`src/rtl/uart_rx_fifo_pkg.sv`:
```
// Shared definitions for the UART receive path.
// Contents:
//   DEF_DEPTH_LOG2 - default FIFO depth exponent (16 entries)
//   BYTE_W         - width of one received character
//   parity_e       - parity type encodings used by the deserializer and transmitter
//   status_bit_e   - bit positions of the receive status bits in the register map
package uart_rx_fifo_pkg;

  localparam int DEF_DEPTH_LOG2 = 4;
  localparam int BYTE_W         = 8;

  typedef enum logic [1:0] {
    PAR_NONE = 2'd0,
    PAR_EVEN = 2'd1,
    PAR_ODD  = 2'd2,
    PAR_MARK = 2'd3
  } parity_e;

  typedef enum int {
    ST_OVR   = 0,
    ST_FERR  = 1,
    ST_PERR  = 2,
    ST_VALID = 3,
    ST_FULL  = 4
  } status_bit_e;

endpackage

```
`src/rtl/uart_fifo_ram.sv`:
```
// Byte-wide storage for the receive FIFO: one write port, one read port,
// synchronous write and registered read, so it maps onto block RAM or LUT RAM.
// A read of the address being written in the same cycle returns the old data;
// the FIFO control logic bypasses that case itself.
// Ports:
//   clk      system clock
//   i_we     write enable
//   i_waddr  write address
//   i_wdata  write data
//   i_raddr  read address (sampled every cycle)
//   o_rdata  registered read data, valid the cycle after i_raddr
module uart_fifo_ram
  import uart_rx_fifo_pkg::*;
#(
  parameter int ADDR_W = DEF_DEPTH_LOG2
) (
  input  logic              clk,
  input  logic              i_we,
  input  logic [ADDR_W-1:0] i_waddr,
  input  logic [BYTE_W-1:0] i_wdata,
  input  logic [ADDR_W-1:0] i_raddr,
  output logic [BYTE_W-1:0] o_rdata
);

  logic [BYTE_W-1:0] r_mem [2**ADDR_W];
  logic [BYTE_W-1:0] r_rdata;

  always_ff @(posedge clk) begin
    if (i_we) begin
      r_mem[i_waddr] <= i_wdata;
    end
    r_rdata <= r_mem[i_raddr];
  end

  assign o_rdata = r_rdata;

endmodule

```
`src/rtl/uart_rx_fifo.sv`:
```
// Receive buffer behind the UART RX deserializer. Accepted bytes go into a
// first-word-fall-through FIFO that the register side drains; sticky overrun,
// framing and parity flags are kept, and a registered interrupt is raised on
// fill level or on any sticky error.
// Ports:
//   clk, reset      system clock, synchronous active-high reset
//   rx_byte_i       received byte, qualified by rx_en_i
//   rx_en_i         one-cycle push strobe
//   frame_err_i     one-cycle framing error strobe
//   parity_err_i    one-cycle parity error strobe
//   rd_en_i         one-cycle pop strobe (ignored when empty)
//   rd_data_o       head entry, 0 when empty
//   rd_valid_o      FIFO not empty
//   full_o          FIFO holds DEPTH entries
//   count_o         fill level 0..DEPTH
//   flush_i         one-cycle strobe discarding all entries
//   thr_i           fill-level interrupt threshold, 0 disables it
//   err_irq_en_i    lets sticky errors drive the interrupt
//   clr_err_i       one-cycle strobe clearing the sticky flags
//   overrun_o       sticky: a byte was dropped on a full FIFO
//   frame_err_o     sticky framing error
//   parity_err_o    sticky parity error
//   irq_o           registered level interrupt
module uart_rx_fifo
  import uart_rx_fifo_pkg::*;
#(
  parameter int DEPTH_LOG2 = DEF_DEPTH_LOG2
) (
  input  logic                clk,
  input  logic                reset,
  input  logic [BYTE_W-1:0]   rx_byte_i,
  input  logic                rx_en_i,
  input  logic                frame_err_i,
  input  logic                parity_err_i,
  input  logic                rd_en_i,
  output logic [BYTE_W-1:0]   rd_data_o,
  output logic                rd_valid_o,
  output logic                full_o,
  output logic [DEPTH_LOG2:0] count_o,
  input  logic                flush_i,
  input  logic [DEPTH_LOG2:0] thr_i,
  input  logic                err_irq_en_i,
  input  logic                clr_err_i,
  output logic                overrun_o,
  output logic                frame_err_o,
  output logic                parity_err_o,
  output logic                irq_o
);

  localparam int                   CW      = DEPTH_LOG2 + 1;
  localparam logic [CW-1:0]        DEPTH_C = CW'(2**DEPTH_LOG2);
  localparam logic [CW-1:0]        CNT_ONE = CW'(1);
  localparam logic [DEPTH_LOG2-1:0] PTR_ONE = DEPTH_LOG2'(1);

  logic [DEPTH_LOG2-1:0] r_wr_ptr, r_rd_ptr;
  logic [DEPTH_LOG2-1:0] w_wr_ptr_next, w_rd_ptr_next;
  logic [CW-1:0]         r_count, w_count_next;
  logic                  w_full, w_push, w_pop, w_ovr_set, w_byp;
  logic                  r_valid, r_byp_sel, r_ovr, r_ferr, r_perr, r_irq;
  logic                  w_ovr_next, w_ferr_next, w_perr_next, w_lvl_hit, w_irq_next;
  logic [BYTE_W-1:0]     r_byp_data, w_ram_q;

  assign w_full = (r_count == DEPTH_C);

  // A pop on a full FIFO frees the slot the push needs, so push+pop on full is legal.
  assign w_push    = rx_en_i && (!w_full || rd_en_i) && !flush_i;
  assign w_pop     = rd_en_i && (r_count != '0) && !flush_i;
  assign w_ovr_set = rx_en_i && w_full && !rd_en_i;

  always_comb begin
    w_wr_ptr_next = r_wr_ptr;
    w_rd_ptr_next = r_rd_ptr;
    w_count_next  = r_count;
    if (flush_i) begin
      w_wr_ptr_next = '0;
      w_rd_ptr_next = '0;
      w_count_next  = '0;
    end else begin
      if (w_push) w_wr_ptr_next = r_wr_ptr + PTR_ONE;
      if (w_pop)  w_rd_ptr_next = r_rd_ptr + PTR_ONE;
      if (w_push && !w_pop)      w_count_next = r_count + CNT_ONE;
      else if (w_pop && !w_push) w_count_next = r_count - CNT_ONE;
    end
  end

  // Setting pulses win over a simultaneous clear.
  assign w_ovr_next  = w_ovr_set    || (r_ovr  && !clr_err_i);
  assign w_ferr_next = frame_err_i  || (r_ferr && !clr_err_i);
  assign w_perr_next = parity_err_i || (r_perr && !clr_err_i);

  assign w_lvl_hit  = (thr_i != '0) && (w_count_next >= thr_i);
  assign w_irq_next = w_lvl_hit ||
                      (err_irq_en_i && (w_ovr_next || w_ferr_next || w_perr_next));

  // The RAM read port always looks at next cycle's head. When the byte being
  // written is itself that head (push into empty, or push+pop at count 1) the
  // RAM would return stale data, so the byte is forwarded from a side register.
  assign w_byp = w_push && (r_wr_ptr == w_rd_ptr_next);

  uart_fifo_ram #(
    .ADDR_W (DEPTH_LOG2)
  ) u_ram (
    .clk     (clk),
    .i_we    (w_push),
    .i_waddr (r_wr_ptr),
    .i_wdata (rx_byte_i),
    .i_raddr (w_rd_ptr_next),
    .o_rdata (w_ram_q)
  );

  always_ff @(posedge clk) begin
    if (reset) begin
      r_wr_ptr  <= '0;
      r_rd_ptr  <= '0;
      r_count   <= '0;
      r_valid   <= 1'b0;
      r_byp_sel <= 1'b0;
      r_ovr     <= 1'b0;
      r_ferr    <= 1'b0;
      r_perr    <= 1'b0;
      r_irq     <= 1'b0;
    end else begin
      r_wr_ptr  <= w_wr_ptr_next;
      r_rd_ptr  <= w_rd_ptr_next;
      r_count   <= w_count_next;
      r_valid   <= (w_count_next != '0);
      r_byp_sel <= w_byp;
      r_ovr     <= w_ovr_next;
      r_ferr    <= w_ferr_next;
      r_perr    <= w_perr_next;
      r_irq     <= w_irq_next;
    end
  end

  always_ff @(posedge clk) begin
    if (w_byp) begin
      r_byp_data <= rx_byte_i;
    end
  end

  assign rd_data_o    = r_valid ? (r_byp_sel ? r_byp_data : w_ram_q) : '0;
  assign rd_valid_o   = r_valid;
  assign full_o       = w_full;
  assign count_o      = r_count;
  assign overrun_o    = r_ovr;
  assign frame_err_o  = r_ferr;
  assign parity_err_o = r_perr;
  assign irq_o        = r_irq;

endmodule

```
`config.mk`:
```
export PLATFORM = sky130hd
export DESIGN_NAME = uart_rx_fifo
export DESIGN_NICKNAME = d
export VERILOG_FILES = /design/src/rtl/uart_rx_fifo_pkg.sv /design/src/rtl/uart_fifo_ram.sv /design/src/rtl/uart_rx_fifo.sv
export SDC_FILE = /design/constraint.sdc
export NUM_CORES = 1
export LEC_CHECK = 0
export CAP_MARGIN = 0
export CORE_MARGIN = 8
export CORE_UTILIZATION = 50
export CTS_CLUSTER_SIZE = 8
export DETAILED_ROUTE_END_ITERATION = 10
export PLACE_DENSITY = 0.8
export SLEW_MARGIN = 20
export SYNTH_ARGS = -nofsm -noshare
export SYNTH_HDL_FRONTEND = slang
export SYNTH_SLANG_ARGS = --single-unit
```
`constraint.sdc`:
```
create_clock -name clk -period 3.45 [get_ports clk]
set_clock_uncertainty 0.1 [all_clocks]
set_input_delay 0.8625 -clock clk [delete_from_list [all_inputs] [get_ports clk]]
set_output_delay 0.8625 -clock clk [all_outputs]
set_load 0.02 [all_outputs]
```
==> summary.txt, run 1 <==
Outcome
  – Status: finished clean

Timing
  – Final slew viol count: 0
  – Final Critical Period: roughly 3.2 ns
  – Final hold viol count: 0
  – Slew headroom: approximately 28%
  – Fin crit share: between 90% and 100%
  – Hold slack: 0.404 ns
  – RSZ-0062 raised after global routing: false
  – Setup ws final: 0.284 ns
  – Worst-margin pin slew: 1.06 ns
  – Final setup fails: 0
  – Max Freq: 316 MHz
  – Setup_tns: 0 ns

Synthesis
  – Synth area leaders: edfxtp_1, dfxtp_1, mux2i_1
  – Synth Register Bits: about 160
  – Yosys warnings: 0
  – Area share of the largest cell type after synthesis: a little under three fifths
  – Syn Area/Cell: around 12 um^2
  – Seq/Total Area, Yosys: between 60% and 70%
  – Post-Syn Nets: between 600 and 700
  – Post-synth top area cell: edfxtp_1
  – Share of flip-flops with an asynchronous set or reset: 0%
  – Syn Inst Count: 580
  – Synth Flop Type: edfxtp_1
  – Synth cell types: 50
  – EDFF count, synth: between 100 and 150
  – Post-Syn Area: 7210 um^2

CTS
  – Cts bufs inserted: 17
  – Cts repair resizes: 0
  – Postcts setup bufs: 0
  – CTS tree: yes
  – Worst-skew pair later-pin latency: ~0.43 ns
  – Reg clk slew, reported paths: 0.06 ns
  – Worst-case clock buffer depth: 2
  – H-tree depth: 4
  – CTS sink cnt: around 160
  – Hold-fix buffers at CTS: 0
  – Clock tree root buffer cell: clkbuf_16

GRT
  – Largest net degree at the start of global routing: 41
  – Antenna violations before repair: 0
  – Vias in the first global route: just under 5k
  – Gr ovfl total: 0
  – Global Route Usage Sum: around a fifth
  – First-pass GRT wire length: 27.3 mm

Critical path
  – CP arrival: 2.20 ns
  – CP endpoint kind: output port
  – Reg2reg path depth: 9
  – Slowest stage delay, CP: slightly above 0.6 ns
  – Crit Path Class: flip-flop to output port
  – Critical path required time: between 2 and 2.5 ns
  – CP Max Fanout: 6
  – CP max stage cell: clkdlybuf4s50_1
  – Worst-path cell chain: inv_1 > ha_1 > nor3b_2 > and2_1 > clkdlybuf4s50_1
  – CP startpoint kind: flip-flop

Drt
  – Iteration-0 DRC Markers: 610
  – Final ANT Viol Nets: 0
  – Vias per cell: 6.01
  – Total Wirelength: 17.8 mm
  – 1st-pass router iterations: 5
  – Via Count: around 5k
  – WL/cell: ~21 um
  – Drt drc: 0

Placed design
  – IO Port Bufs: 40
  – Detailed placer's ending HPWL: 12.0 mm
  – Post-place setup slack: around 0.018 ns
  – Placed Cells: approximately 800
  – GP Congestion: between 0.9 and 1
  – Post-DP Area: roughly 8000 um^2

Final layout
  – N_diodes: 0
  – Post-Layout Inst Area: roughly 8500 um^2
  – Util after Layout: between 50 and 60%
  – Fin nets: 677
  – Synth-to-Final Area Change: 18.5%
  – Final non-filler cell total: between 800 and 900
  – Commonest non-fill, non-tap cell in the layout: edfxtp_1
  – Share of cells above drive strength 1: between 10 and 15%
  – Most frequent cells in the layout: edfxtp_1, nor2_1, clkdlybuf4s50_1, o21ai_0, a21oi_1

Floorplanning
  – Overall die height: between 100 and 150 um
  – Initial Utilization: between 50% and 60%
  – Die X: roughly 140 um
  – CORE AREA: between 10000 and 15000 um^2
  – Die Area: between 15000 and 20000 um^2
  – I/O pin cnt: slightly above 40
  – Rows: 44

Power and ir drop
  – Worst VDD drop: a little over 0.0004 V
  – Pwr Density: 498 nW/um^2
  – Final Power: ~4.3 mW
  – Leak: 2.87 nW

Job
  – Max-cap viol count: 0

Hold path
  – Hold Path Depth: 2
  – HP Class: flip-flop to flip-flop
where the power goes:
| part | switching [mW] | leakage, nW | total (mW) | internal, mW |
|---|---|---|---|---|
| clock network | 0.766 | 0.271 | 1.76 | 0.995 |
| registers | 0.0218 | 1.45 | 2.18 | 2.16 |
| logic | 0.184 | 1.14 | 0.316 | 0.132 |
kinds of logic after synthesis:
kind of cell	share of synthesized area, %
AO/OA/AOI/OAI	12.5
XOR/XNOR	1.70
adder cells (fa/ha/maj)	2.08
buffers and inverters	3.04
flip-flops	64.1
multiplexers	5.15
AND/OR/NAND/NOR	11.4
final timing paths:
kind                            startpoint          endpoint  slack [ns]
worst max-delay path            count_o[1]            full_o        0.28
worst min-delay path             overrun_o         overrun_o        0.40
worst max register to register  count_o[1]  u_ram.o_rdata[7]        0.36
worst min register to register   overrun_o         overrun_o        0.40
flip-flops by register name, indices dropped and copies added (netlist names), 4 cells and up:
name / count
r_byp_data: 8
r_wr_ptr: 4
u_ram.o_rdata: 8
count_o: 5
r_rd_ptr: 4
u_ram.r_mem: 128
metal layers:
| layer | track usage [%] | wire, um | vias up |
|---|---|---|---|
| met5 | 0 | 0 | - |
| met4 | 9.46 | 595 | 0 |
| met3 | 5.43 | 1940 | 37 |
| met2 | 31.7 | 8550 | 299 |
| met1 | 24.9 | 6690 | 2408 |
| li1 | - | - | 2306 |
final cells by class:
type / count / area, um^2
clock buffers: 17 / 425
clock inverters: 15 / 134
fillers: 1070 / 5770
inverters: 23 / 86.3
multi-input cells: 367 / 2370
flip-flops and latches: 163 / 4620
well taps: 184 / 230
repair buffers: 71 / 671
worst max-delay path: cells and delay by family (launching register included):
kind / cells / cell delay [ns]
simple gates: 2 / 0.48
fa+ha+maj: 1 / 0.19
buf+inv: 2 / 0.73
flops: 1 / 0.38
Yosys cell counts, drive strengths merged (3+ instances only):
master  instances
nand2          20
nand2b         12
a22oi           8
o211ai         10
nand4           5
inv            22
o21ai          39
clkbuf         19
a22o            9
nor2           55
or3             4
ha             12
a21o            4
or2             9
mux2            9
mux2i          27
xnor2          10
xor2            4
o21a            8
nand3b          4
edfxtp        136
dfxtp          27
o22ai          10
nand3           5
a31oi           3
nor3           32
nor2b          10
buf             8
a21oi          34
a221oi          8
(Power assumes the default switching activity.)
==> inputs of run 2 (changes only) <==
--- a/config.mk
+++ b/config.mk
@@ -7,10 +7,10 @@
 export LEC_CHECK = 0
 export CAP_MARGIN = 0
 export CORE_MARGIN = 8
-export CORE_UTILIZATION = 50
+export CORE_UTILIZATION = 59
 export CTS_CLUSTER_SIZE = 8
 export DETAILED_ROUTE_END_ITERATION = 10
-export PLACE_DENSITY = 0.8
+export PLACE_DENSITY = 0.9
 export SLEW_MARGIN = 20
 export SYNTH_ARGS = -nofsm -noshare
 export SYNTH_HDL_FRONTEND = slang
==> summary.txt, run 2 (synthesis gave the netlist of run 1 again) <==
Outcome
  – Status: finished clean

Power and ir drop
  – Worst VDD drop: 0.000432 V (+6.9%)
  – Leak: 2.91 nW (+1.4%)
  – Int Pwr: 3.42 mW (+4.2%)
  – Reg power frac: 49.8% (-1.4 points)
  – Net Sw Frac: 21.8% (-1.0 points)
  – Switching power: 0.957 mW (-1.6%)
  – Clk pwr share: 42.8% (+1.4 points)
  – Pwr Density: 512 nW/um^2 (+2.7%)
  – Share of power burned in combinational logic: 7.4% (about the same)

Critical path
  – CP endpoint kind: output port
  – CP Max Fanout: 6 (unchanged)
  – CP max stage cell: clkdlybuf4s50_1
  – CP startpoint: count_o[1]
  – CP arrival: 2.34 ns (+0.14 ns)
  – Crit Path Class: flip-flop to output port
  – Critical path required time: 2.49 ns (about the same)
  – CP startpoint kind: flip-flop
  – Worst-path cell chain: inv_1 > ha_1 > nor3b_1 > and2_1 > clkdlybuf4s50_1
  – R2R setup slack: 0.21 ns (-0.15 ns)
  – Reg2reg path depth: 10 (+1)
  – Top delay family on crit path: buffers and inverters
  – FF-to-FF Start: count_o[1]
  – RR Endpoint: u_ram.o_rdata[0]
  – CP bufs+invs: 2 (unchanged)
  – Slowest stage delay, CP: 0.61 ns (about the same)

Timing
  – Setup_tns: 0 ns (unchanged)
  – Final Critical Period: 3.31 ns (+0.141 ns)
  – RSZ-0062 raised after global routing: false
  – Worst-margin pin slew: 1.02 ns (-0.0420 ns)
  – Final slew viol count: 0 (unchanged)
  – Final hold viol count: 0 (unchanged)
  – Setup ws final: 0.143 ns (-0.141 ns)
  – Final setup fails: 0 (unchanged)
  – Fin crit share: 95.9% (+4.1 points)
  – Max Freq: 302 MHz (-4.3%)
  – Slew headroom: 31.2% (+2.8 points)

Floorplanning
  – Initial Utilization: 60.3% (+9.9 points)
  – Overall die height: 127 um (-7.0%)
  – Die X: 127 um (-7.0%)
  – I/O pin cnt: 41 (unchanged)
  – CORE AREA: 12000 um^2 (-16%)
  – Rows: 40 (-9.1%)
  – Die Area: 16000 um^2 (-14%)

Drt
  – Drt drc: 0 (unchanged)
  – Iteration-0 DRC Markers: 684 (+12%)
  – Vias per cell: 6.35 (+5.7%)
  – Final ANT Viol Nets: 0 (unchanged)
  – Total Wirelength: 18.5 mm (+3.8%)
  – Via Count: 5134 (+1.7%)
  – WL/cell: 22.9 um (+7.9%)
  – 1st-pass router iterations: 5 (unchanged)

Final layout
  – Fin nets: 682 (+0.74%)
  – Multi-input logic area: 2380 um^2 (+0.16%)
  – Register area: 4620 um^2 (unchanged)
  – Max FFs per register: 128 (unchanged)
  – Top reg by flops: u_ram.r_mem
  – N_diodes: 0 (unchanged)
  – Commonest non-fill, non-tap cell in the layout: edfxtp_1
  – Most frequent cells in the layout: edfxtp_1, nor2_1, clkdlybuf4s50_1, o21ai_0, buf_4
  – Synth-to-Final Area Change: 18.7%
  – Fillers: 762 (-29%)
  – Share of cells above drive strength 1: 13.8% (+0.35 points)

Placed design
  – Post-place setup slack: -0.0653 ns (-0.0830 ns)
  – GP Congestion: 0.964 (+4.5%)
  – IO Port Bufs: 40 (unchanged)
  – Detailed placer's ending HPWL: 12.5 mm (+4.0%)

CTS
  – CTS tree: yes
  – Cts repair resizes: 0 (unchanged)
  – Clock tree root buffer cell: clkbuf_16
  – Hold-fix buffers at CTS: 0 (unchanged)
  – Worst-case clock buffer depth: 2 (unchanged)
  – Cts bufs inserted: 17 (unchanged)
  – Postcts setup bufs: 0 (unchanged)
  – Reg clk slew, reported paths: 0.06 ns (about the same)
  – CTS sink cnt: 163 (unchanged)
  – Worst-skew pair later-pin latency: 0.43 ns (about the same)
  – H-tree depth: 4 (unchanged)

Hold path
  – HP Start: overrun_o
  – HP Class: flip-flop to flip-flop
  – Worst Hold End: overrun_o
  – Hold Path Depth: 2 (unchanged)

GRT
  – Gr ovfl total: 0 (unchanged)
  – Vias in the first global route: 5037 (+3.4%)
  – Met3 usage: 6.54% (+1.1 points)
  – Met2 GRT Util: 38.3% (+6.6 points)
  – GRT met1 Usage: 28.1% (+3.2 points)
  – Antenna violations before repair: 0 (unchanged)
  – Global Route Usage Sum: 23.5% (+3.5 points)
  – Largest net degree at the start of global routing: 33 (-20%)
  – First-pass GRT wire length: 28.4 mm (+4.1%)
  – GR peak layer: met2

Job
  – Max-cap viol count: 0 (unchanged)
run 2: cell types whose count changed in the layout (fill, tap and decap cells not counted), moves of 2 or more:
cell       previous run  this run
buf_4                28        34
bufinv_16             1         3
clkinv_2              3         5
inv_6                 3         1
clkinv_4              5         3
run 2: routing by layer:
layer	routed length [um]	share of wire, %
met1	7000	38
met2	8910	48
met3	1830	9.9
met4	727	3.9
met5	0	0
run 2: worst max path at each step:
stage / endpoint / slack (ns) / depth (start not counted)
2_1_floorplan: r_byp_data[0] / 0.27 / 8
3_3_place_gp: u_ram.o_rdata[0] / -0.009 / 8
3_5_place_dp: u_ram.o_rdata[4] / -0.07 / 8
4_1_cts: u_ram.o_rdata[4] / 0.15 / 9
5_1_grt: full_o / 0.03 / 5
6_report: full_o / 0.14 / 5
run 2: area by class of cell:
cell class,count,share of cell area [%]
multi-input combinational,367,27.8
clock buffer,18,5.01
sequential,163,54.0
tap,147,2.15
clock inverter,14,1.89
inverter,23,1.01
timing repair buffer,76,8.13
run 2: per-stage QoR:
stage / util [%] / power (mW) / cells / hold WS, ns / instance area, um^2
6_report: 71.6 / 4.38 / 808 / 0.382 / 8560
5_1_grt: 71.6 / 4.49 / 808 / 0.425 / 8560
4_1_cts: 71.5 / 4.39 / 808 / 0.384 / 8550
3_5_place_dp: 66.5 / 2.54 / 776 / 0.376 / 7960
3_3_place_gp: 66.5 / 2.53 / 776 / 0.369 / 7960
2_1_floorplan: - / 2.38 / 580 / 0.439 / 7210
run 2: worst register-to-register path, cell delays in order (launching register included):
cell     delay, ns
dfxtp_1       0.37
inv_1         0.09
ha_1          0.20
or4b_4        0.54
nand2_2       0.24
mux2i_4       0.46
buf_4         0.40
a21oi_1       0.08
o21ai_0       0.17
a21oi_1       0.20
nor3_1        0.28
run 2: power by group through the flow:
| stage | Clock, mW | Sequential (mW) | Combinational [mW] |
|---|---|---|---|
| 5_1_grt | 1.96 | 2.18 | 0.349 |
| 6_report | 1.88 | 2.18 | 0.325 |
| 4_1_cts | 1.88 | 2.18 | 0.322 |
| 2_1_floorplan | 0 | 2.22 | 0.168 |
| 3_3_place_gp | 0 | 2.22 | 0.306 |
| 3_5_place_dp | 0 | 2.22 | 0.319 |
